File: src/rtl/scan_select_seq.sv
// Scan select generator: walks a 2-bit channel select over the enabled channels of a 4-bit mask.
// Define SCAN_SEQ_BLANK_EN to insert BLANK_CYCLES of deasserted sel_valid between channels.
module scan_select_seq #(
    parameter int PRESCALE     = 1000,
    parameter int BLANK_CYCLES = 4
) (
    input  logic       clk,
    input  logic       rst_n,
    input  logic       en,
    input  logic [3:0] mask,
    input  logic       mask_load,
    output logic       sel_a,
    output logic       sel_b,
    output logic       sel_valid,
    output logic       frame_done
);

    localparam int DW = $clog2(PRESCALE + 1);
    localparam logic [DW-1:0] DWELL_LAST = DW'(PRESCALE - 1);

    if (PRESCALE < 1 || BLANK_CYCLES < 1) begin : g_param_check
        $error("scan_select_seq: PRESCALE and BLANK_CYCLES must be >= 1");
    end

`ifdef SCAN_SEQ_BLANK_EN
    typedef enum logic [1:0] {IDLE = 2'd0, DWELL = 2'd1, BLANK = 2'd2} state_t;
    localparam int BW = $clog2(BLANK_CYCLES + 1);
    localparam logic [BW-1:0] BLANK_LAST = BW'(BLANK_CYCLES - 1);
    logic [BW-1:0] bcnt, bcnt_n;
`else
    typedef enum logic [1:0] {IDLE = 2'd0, DWELL = 2'd1} state_t;
`endif

    state_t        state, state_n;
    logic [3:0]    shadow_mask, active_mask, active_n, eff_mask;
    logic [1:0]    cur, cur_n;
    logic [DW-1:0] cnt, cnt_n;
    logic          sel_valid_n, frame_done_n;

    function automatic logic [1:0] lowest(input logic [3:0] m);
        lowest = 2'd0;
        for (int i = 3; i >= 0; i--)
            if (m[i]) lowest = 2'(i);
    endfunction

    // First enabled channel after c, wrapping; falls back to c itself when it is the only one.
    function automatic logic [1:0] next_ch(input logic [1:0] c, input logic [3:0] m);
        logic [1:0] idx;
        next_ch = c;
        for (int i = 4; i >= 1; i--) begin
            idx = c + 2'(i);
            if (m[idx]) next_ch = idx;
        end
    endfunction

    // A same-cycle load is visible to the IDLE exit and to the frame_done lookahead.
    assign eff_mask = mask_load ? mask : shadow_mask;

    always_ff @(posedge clk or negedge rst_n) begin
        if (!rst_n) begin
            state       <= IDLE;
            shadow_mask <= 4'd0;
            active_mask <= 4'd0;
            cur         <= 2'd0;
            cnt         <= '0;
            sel_valid   <= 1'b0;
            frame_done  <= 1'b0;
`ifdef SCAN_SEQ_BLANK_EN
            bcnt        <= '0;
`endif
        end else begin
            state       <= state_n;
            shadow_mask <= eff_mask;
            active_mask <= active_n;
            cur         <= cur_n;
            cnt         <= cnt_n;
            sel_valid   <= sel_valid_n;
            frame_done  <= frame_done_n;
`ifdef SCAN_SEQ_BLANK_EN
            bcnt        <= bcnt_n;
`endif
        end
    end

    always_comb begin
        state_n  = state;
        active_n = active_mask;
        cur_n    = cur;
        cnt_n    = cnt;
`ifdef SCAN_SEQ_BLANK_EN
        bcnt_n   = bcnt;
`endif
        case (state)
            IDLE: begin
                if (en && eff_mask != 4'd0) begin
                    state_n  = DWELL;
                    active_n = eff_mask;
                    cur_n    = lowest(eff_mask);
                    cnt_n    = '0;
                end
            end
            DWELL: begin
                if (!en) begin
                    state_n = IDLE;
                    cnt_n   = '0;
                end else if (cnt == DWELL_LAST) begin
                    cnt_n    = '0;
                    active_n = shadow_mask;
                    if (shadow_mask == 4'd0) begin
                        state_n = IDLE;
                    end else begin
`ifdef SCAN_SEQ_BLANK_EN
                        state_n = BLANK;
                        bcnt_n  = '0;
`else
                        cur_n   = next_ch(cur, shadow_mask);
`endif
                    end
                end else begin
                    cnt_n = cnt + DW'(1);
                end
            end
`ifdef SCAN_SEQ_BLANK_EN
            BLANK: begin
                if (!en) begin
                    state_n = IDLE;
                    bcnt_n  = '0;
                end else if (bcnt == BLANK_LAST) begin
                    state_n = DWELL;
                    bcnt_n  = '0;
                    cur_n   = next_ch(cur, active_mask);
                end else begin
                    bcnt_n = bcnt + BW'(1);
                end
            end
`endif
            default: state_n = IDLE;
        endcase
    end

    // Outputs are registered, so frame_done is predicted one edge early: the mask that the
    // coming boundary will adopt is exactly the shadow value being written at this edge.
    always_comb begin
        sel_valid_n  = (state_n == DWELL);
        frame_done_n = (state_n == DWELL) && (cnt_n == DWELL_LAST) &&
                       (eff_mask != 4'd0) && (next_ch(cur_n, eff_mask) <= cur_n);
    end

    assign sel_a = cur[1];
    assign sel_b = cur[0];

endmodule

File: config.mk
export PLATFORM = sky130hd
export DESIGN_NAME = scan_select_seq
export DESIGN_NICKNAME = d
export VERILOG_FILES = /design/src/rtl/scan_select_seq.sv
export SDC_FILE = /design/constraint.sdc
export NUM_CORES = 1
export LEC_CHECK = 0
export CAP_MARGIN = 10
export CORE_MARGIN = 2
export CORE_UTILIZATION = 35
export DETAILED_ROUTE_END_ITERATION = 6
export HOLD_SLACK_MARGIN = 0.1
export PLACE_DENSITY = 0.63
export REMOVE_ABC_BUFFERS = 1
export SLEW_MARGIN = 20
export SYNTH_ARGS = -nofsm -noshare
export SYNTH_HDL_FRONTEND = slang
export SYNTH_SLANG_ARGS = --single-unit
File: constraint.sdc
create_clock -name clk -period 3.55 [get_ports clk]
set_input_delay 0.71 -clock clk [delete_from_list [all_inputs] [get_ports clk]]
set_output_delay 0.71 -clock clk [all_outputs]
set_load 0.02 [all_outputs]
==> metrics.cfg, run 1 <==
[sta]
rsz0062_at_grt=yes
whs_ps=574
finalHoldViolCount=0
period_share=1.03
fin_skew_ps=9.23
drv_slew=0
period_needed_ps=3660
slew_headroom=0.369
setup_viol=1
fin_ws_ps=-111
fmax_ghz=0.273
tightest_slew_ps=944

[global_route]
grt_pass1_wl_um=6650
overflow=0
grtUsageTotal=0.191
antenna_found_initial=0
grt_start_max_net_pins=21
first_global_vias=1442

[synth]
synth_edf_count=0
ys_seq_elements=20
ys_types=45
syn_area_um2=1400
ys_seq_area_frac=0.357
async_reset_ff_frac=1.00
ys.flop_type=dfrtp_1
syn_avg_cell_area_um2=8.49
synthCells=165
ys.warnings.count=0

[clocking]
cts.sinks=20
clock_latency_ps=270
cts_hold_buf=0
clkTransAtPathRegs_ps=90
cts_buffer_depth=2
numCtsBuffers=3
cts_max_level=1
cts_root_buffer=clkbuf_8
cts_tree=done

[finish]
final_common_cell=buf_4
diodes=0
fin_area_um2=1920
n_fill_cell=344
fin_util=0.513
fin_cells=257
final_cell_mix=36 x buf_4, 20 x dfrtp_1, 14 x nor2_1, 12 x nand2_1
final_nets=221
register_area_um2=500
drive_gt1_frac=0.292
multiInputGateArea_um2=880
syn2layout_area_growth_pct=37.2

[worst_setup_path]
slowest_delay_ps=560
crit_chain=or3b_4 -> or3_4 -> or4_4 -> a211o_4 -> mux2i_2 -> a211oi_2 -> ha_1 -> nand2_1 -> o21ai_1 -> nand4_1 -> nor4_1 -> o221ai_1 -> a2111oi_2
r2r_start=cnt[3]
worst-path-max-fanout=5
regToRegEndpoint=frame_done
required_ps=3720
startpoint_type=register
endpoint_kind=register
crit_path_top_delay_cell=or4_4
path_class=reg2reg
worstRegToRegCells=13
cp.arrival_ps=3830
r2r_slack_ps=-110

[run_status]
violations=negative setup slack
outcome=finished with violations

[drt]
drc_errors=0
via_count=1467
drtPass1Iterations=4
antenna_left=0
dr.first_iter.drc_count=139
avgRoutedWirePerCell_um=15.5
wl_um=3980
drt-vias-per-instance=5.71

[placed_design]
dp_slack_ps=-557
dp.cells=252
hpwl_um=2940
place_area_um2=1810
port_buffers=11
routabilityCongestion=0.925

[floorplanning]
start_util=0.374
io_pins=12
die_area_um2=4520
die_y_um=67.2
die_w_um=67.2
coreArea_um2=3740
rows=22

[flow_run]
maxCapViolations=0

[min_path]
hold_path_class=reg2reg
hold_depth=2
min-delay-start=cnt[9]
holdPathEnd=cnt[9]

[power]
powerDensity_nw_per_um2=365
p_leak_nw=0.834
ir_worst_vdd_mv=0.136

[Yosys cell counts, types with 4 or more instances]
cell / number / area share
nand2b_1: 6 / 0.027
nor3b_1: 5 / 0.027
clkbuf_1: 6 / 0.016
or2_2: 4 / 0.018
o21ai_0: 10 / 0.036
nor4_1: 4 / 0.018
nor3_1: 11 / 0.039
a31oi_1: 5 / 0.022
a21oi_1: 6 / 0.021
nor2_1: 14 / 0.038
a211o_1: 4 / 0.025
inv_1: 8 / 0.021
dfrtp_1: 20 / 0.36
nand2_1: 12 / 0.032
nand3_1: 5 / 0.018
[cell families (layout without fill, tap and decap cells)]
logic type                 Yosys count  count (layout)  share of synthesized area
and+or+nand+nor                     73              73                      0.284
AOI/OAI and AO/OA                   47              47                      0.243
DFF                                 20              20                      0.357
buffers and inverters               15              59                     0.0411
muxes                                5               5                     0.0384
adders and majority gates            3               3                     0.0268
other                                1               1                    0.00268
xor gates and xnor gates             1               1                    0.00626
[state kept, by name (all words and copies together) (netlist names)]
name,flops
frame_done,1
shadow_mask,4
cnt,10
sel_valid,1
cur,2
state,2
[what timing repair did]
| action | in CTS | in global routing |
|---|---|---|
| pin swaps | 1 | 2 |
| gates cloned | 0 | 0 |
| gates resized for setup | 3 | 7 |
| setup buffers | 1 | 0 |
| setup endpoints to repair | 1 | 1 |
[layer usage]
metal | part of all wire | GRT usage
met2 | 0.49 | 0.311
met5 | 0 | 0
met4 | 0.012 | 0.0740
met1 | 0.45 | 0.252
met3 | 0.043 | 0.0350
[cell type report]
class	instances	area share
Multi-Input combinational cell	130	0.458
Timing Repair Buffer	47	0.197
Clock buffer	3	0.0215
Sequential cell	20	0.261
Clock inverter	1	0.0156
Inverter	8	0.0156
Tap cell	48	0.0313
[stage by stage]
stage                     setup TNS [ps]  power [W]
final                               -111   0.000701
after global routing                -298   0.000732
after CTS                           -229   0.000689
after detailed placement            -557   0.000455
after global placement              -347   0.000449
after floorplan                        0   0.000365
[where the power goes]
part,switching (W),internal [W],total (W)
logic,0.0000966,0.000104,0.000201
clock network,0.0000868,0.000151,0.000237
registers,0.0000222,0.000240,0.000262
[critical path: cells and delay by family, from the launching register on]
family          cells  cell delay, ps
simple gates        6            1770
compound gates      5             960
flops               1             390
fa+ha+maj           1             280
mux                 1             180
[worst max path at each step]
stage	start	to	slack [ps]	cells past startpoint
floorplan	cnt[3]	frame_done	60	13
global route	cnt[3]	frame_done	-300	13
detailed placement	mask_load	frame_done	-560	15
CTS	cnt[3]	frame_done	-230	13
global placement	en	frame_done	-350	14
finish	cnt[3]	frame_done	-110	13
No activity file was read; power rests on OpenSTA's default activity.
==> run 2: changes to the inputs <==
--- a/config.mk
+++ b/config.mk
@@ -8,11 +8,13 @@
 export CAP_MARGIN = 10
 export CORE_MARGIN = 2
 export CORE_UTILIZATION = 35
+export CTS_CLUSTER_SIZE = 28
 export DETAILED_ROUTE_END_ITERATION = 6
+export DONT_BUFFER_PORTS = 1
 export HOLD_SLACK_MARGIN = 0.1
-export PLACE_DENSITY = 0.63
+export PLACE_DENSITY = 0.59
 export REMOVE_ABC_BUFFERS = 1
-export SLEW_MARGIN = 20
+export SLEW_MARGIN = 10
 export SYNTH_ARGS = -nofsm -noshare
 export SYNTH_HDL_FRONTEND = slang
 export SYNTH_SLANG_ARGS = --single-unit
==> run 2 against run 1 <==
Net effect: the flow now finishes without violations; critical path depth unchanged; routed wire length is 7.8% lower; clock power decreased by 35%; critical endpoint unchanged; sequential share of layout area is 2.9 points higher; count of clock-buffer cells in the layout unchanged; clock skew fell by 7.2 ps; largest cell class unchanged; final cell count is 8.9% lower; register-to-register slack improved by 190 ps.
==> metrics.cfg, run 2 (same netlist as run 1, synthesis figures left out) <==
[run_status]
outcome=complete, no violations  ; was finished with violations

[worst_setup_path]
path_class=reg2reg  ; unchanged
required_ps=3700  ; was 3720 ps
endpoint_kind=register  ; unchanged
cp.arrival_ps=3620  ; was 3830 ps
worst-path-max-fanout=3  ; was 5
startpoint_type=register  ; unchanged

[sta]
period_share=0.977  ; was 1.03
finalHoldViolCount=0  ; unchanged
period_needed_ps=3470  ; was 3660 ps
slew_headroom=0.521  ; was 0.369
whs_ps=130  ; was 574 ps
fin_skew_ps=2.03  ; was 9.23 ps
rsz0062_at_grt=yes  ; unchanged
tightest_slew_ps=715  ; was 944 ps
setup_viol=0  ; was 1
fmax_ghz=0.288  ; was 0.273 GHz
drv_slew=0  ; unchanged

[floorplanning]
io_pins=12  ; unchanged
coreArea_um2=3740  ; unchanged
die_area_um2=4520  ; unchanged
rows=22  ; unchanged
start_util=0.374  ; unchanged
die_w_um=67.2  ; unchanged
die_y_um=67.2  ; unchanged

[global_route]
grtUsageTotal=0.174  ; was 0.191
grt_pass1_wl_um=5900  ; was 6650 µm
antenna_found_initial=0  ; unchanged
first_global_vias=1251  ; was 1442
grt_start_max_net_pins=21  ; unchanged
overflow=0  ; unchanged

[clocking]
cts_hold_buf=0  ; unchanged
clock_latency_ps=270  ; about the same
postCtsSetupBuffers=0  ; was 1
cts_max_level=1  ; unchanged
cts.sinks=20  ; unchanged
cts_root_buffer=clkbuf_8  ; unchanged
cts_tree=done  ; unchanged
clkTransAtPathRegs_ps=70  ; was 90 ps
cts_buffer_depth=2  ; unchanged
numCtsBuffers=3  ; unchanged

[drt]
via_count=1377  ; was 1467
avgRoutedWirePerCell_um=15.7  ; was 15.5 µm
antenna_left=0  ; unchanged
dr.first_iter.drc_count=107  ; was 139
drt-vias-per-instance=5.88  ; was 5.71
wl_um=3670  ; was 3980 µm
drtPass1Iterations=4  ; unchanged
drc_errors=0  ; unchanged

[min_path]
hold_path_class=in2async  ; was reg2reg

[finish]
multiInputGateArea_um2=906  ; was 880 µm²
final_common_cell=buf_4  ; unchanged
register_area_um2=500  ; unchanged
top_register=cnt  ; unchanged
final_cell_mix=25 x buf_4, 20 x dfrtp_1, 14 x nor2_1, 11 x nor3_1, 11 x nand2_1  ; was 36 x buf_4, 20 x dfrtp_1, 14 x nor2_1, 12 x nand2_1
top_regs=cnt: 10 flops, shadow_mask: 4 flops  ; unchanged
drive_gt1_frac=0.280  ; was 0.292
largest_reg_flops=10  ; unchanged
fin_area_um2=1730  ; was 1920 µm²
fin_cells=234  ; was 257
diodes=0  ; unchanged
n_fill_cell=366  ; was 344
fin_util=0.461  ; was 0.513
final_nets=199  ; was 221
syn2layout_area_growth_pct=23.2  ; was 37.2%

[flow_run]
maxCapViolations=0  ; unchanged

[power]
power_w=0.000591  ; was 0.000701 W
p_leak_nw=0.728  ; was 0.834 nW
ir_worst_vdd_mv=0.128  ; was 0.136 mV
powerDensity_nw_per_um2=342  ; was 365 nW/µm²

[placed_design]
place_area_um2=1620  ; was 1810 µm²
port_buffers=0  ; was 11
routabilityCongestion=0.909  ; was 0.925
dp.cells=231  ; was 252
hpwl_um=2730  ; was 2940 µm

## run 2: changes by cell type in the layout (fill, tap and decap cells not counted), moves of 2 or more
cell / previous run / this run
nor4_2: 0 / 2
nor4_1: 4 / 1
buf_4: 36 / 25
clkdlybuf4s50_1: 10 / 0
## run 2: cell type report
cell class | count | area share
clock buffers | 3 | 0.0239
flip-flops and latches | 20 | 0.290
multi-input cells | 130 | 0.525
inverters | 8 | 0.0174
well taps | 48 | 0.0348
repair buffers | 25 | 0.109
## run 2: per-stage QoR
stage,setup TNS [ps],setup WS (ps)
after detailed placement,-275,-275
after global routing,-137,-137
after global placement,-34.0,-34.0
final,0,82.0
after CTS,-80.2,-80.2
after floorplan,0,57.5
## run 2: final timing paths
path	from	endpoint	slack [ps]	cells after the start
min	rst_n	cnt[7]	130	0
max reg2reg	cnt[4]	frame_done	80	13
min in group clk	cnt[9]	cnt[9]	570	2
max	cnt[4]	frame_done	80	13
max in group asynchronous	rst_n	shadow_mask[0]	3350	0
min reg2reg	cnt[9]	cnt[9]	570	2
## run 2: repair_timing
item | 4_1_cts | 5_1_grt
pin swaps | 10 | 1
gates resized for setup | 8 | 5
endpoints found under the hold margin | 0 | 0
setup endpoints to repair | 1 | 1
## run 2: per-layer routing
| layer | part of all wire | routed length, µm | global-route usage | vias to the layer above |
|---|---|---|---|---|
| met5 | 0 | 0 | 0 | - |
| met4 | 0.017 | 64 | 0.0765 | 0 |
| met3 | 0.046 | 168 | 0.0300 | 5 |
| met2 | 0.46 | 1700 | 0.262 | 44 |
| met1 | 0.47 | 1740 | 0.243 | 669 |
| li1 | - | - | - | 659 |
## run 2: power breakdown
group	leakage, nW	switching, W	total (W)	internal [W]
Sequential	0.263	0.0000254	0.000266	0.000240
Clock	0.0216	0.0000792	0.000155	0.0000759
Combinational	0.444	0.0000867	0.000170	0.0000831
Total	0.728	0.000191	0.000591	0.000399
## run 2: critical path, stage by stage (launching register included)
cell	delay [ps]
dfrtp_1	380
or3b_4	390
or3_4	340
or4_4	500
a21oi_1	230
a41oi_1	150
o22ai_1	160
ha_1	270
nor2b_1	150
o21ai_2	110
nand4_1	110
nor4_2	160
o221ai_1	170
a2111oi_2	250
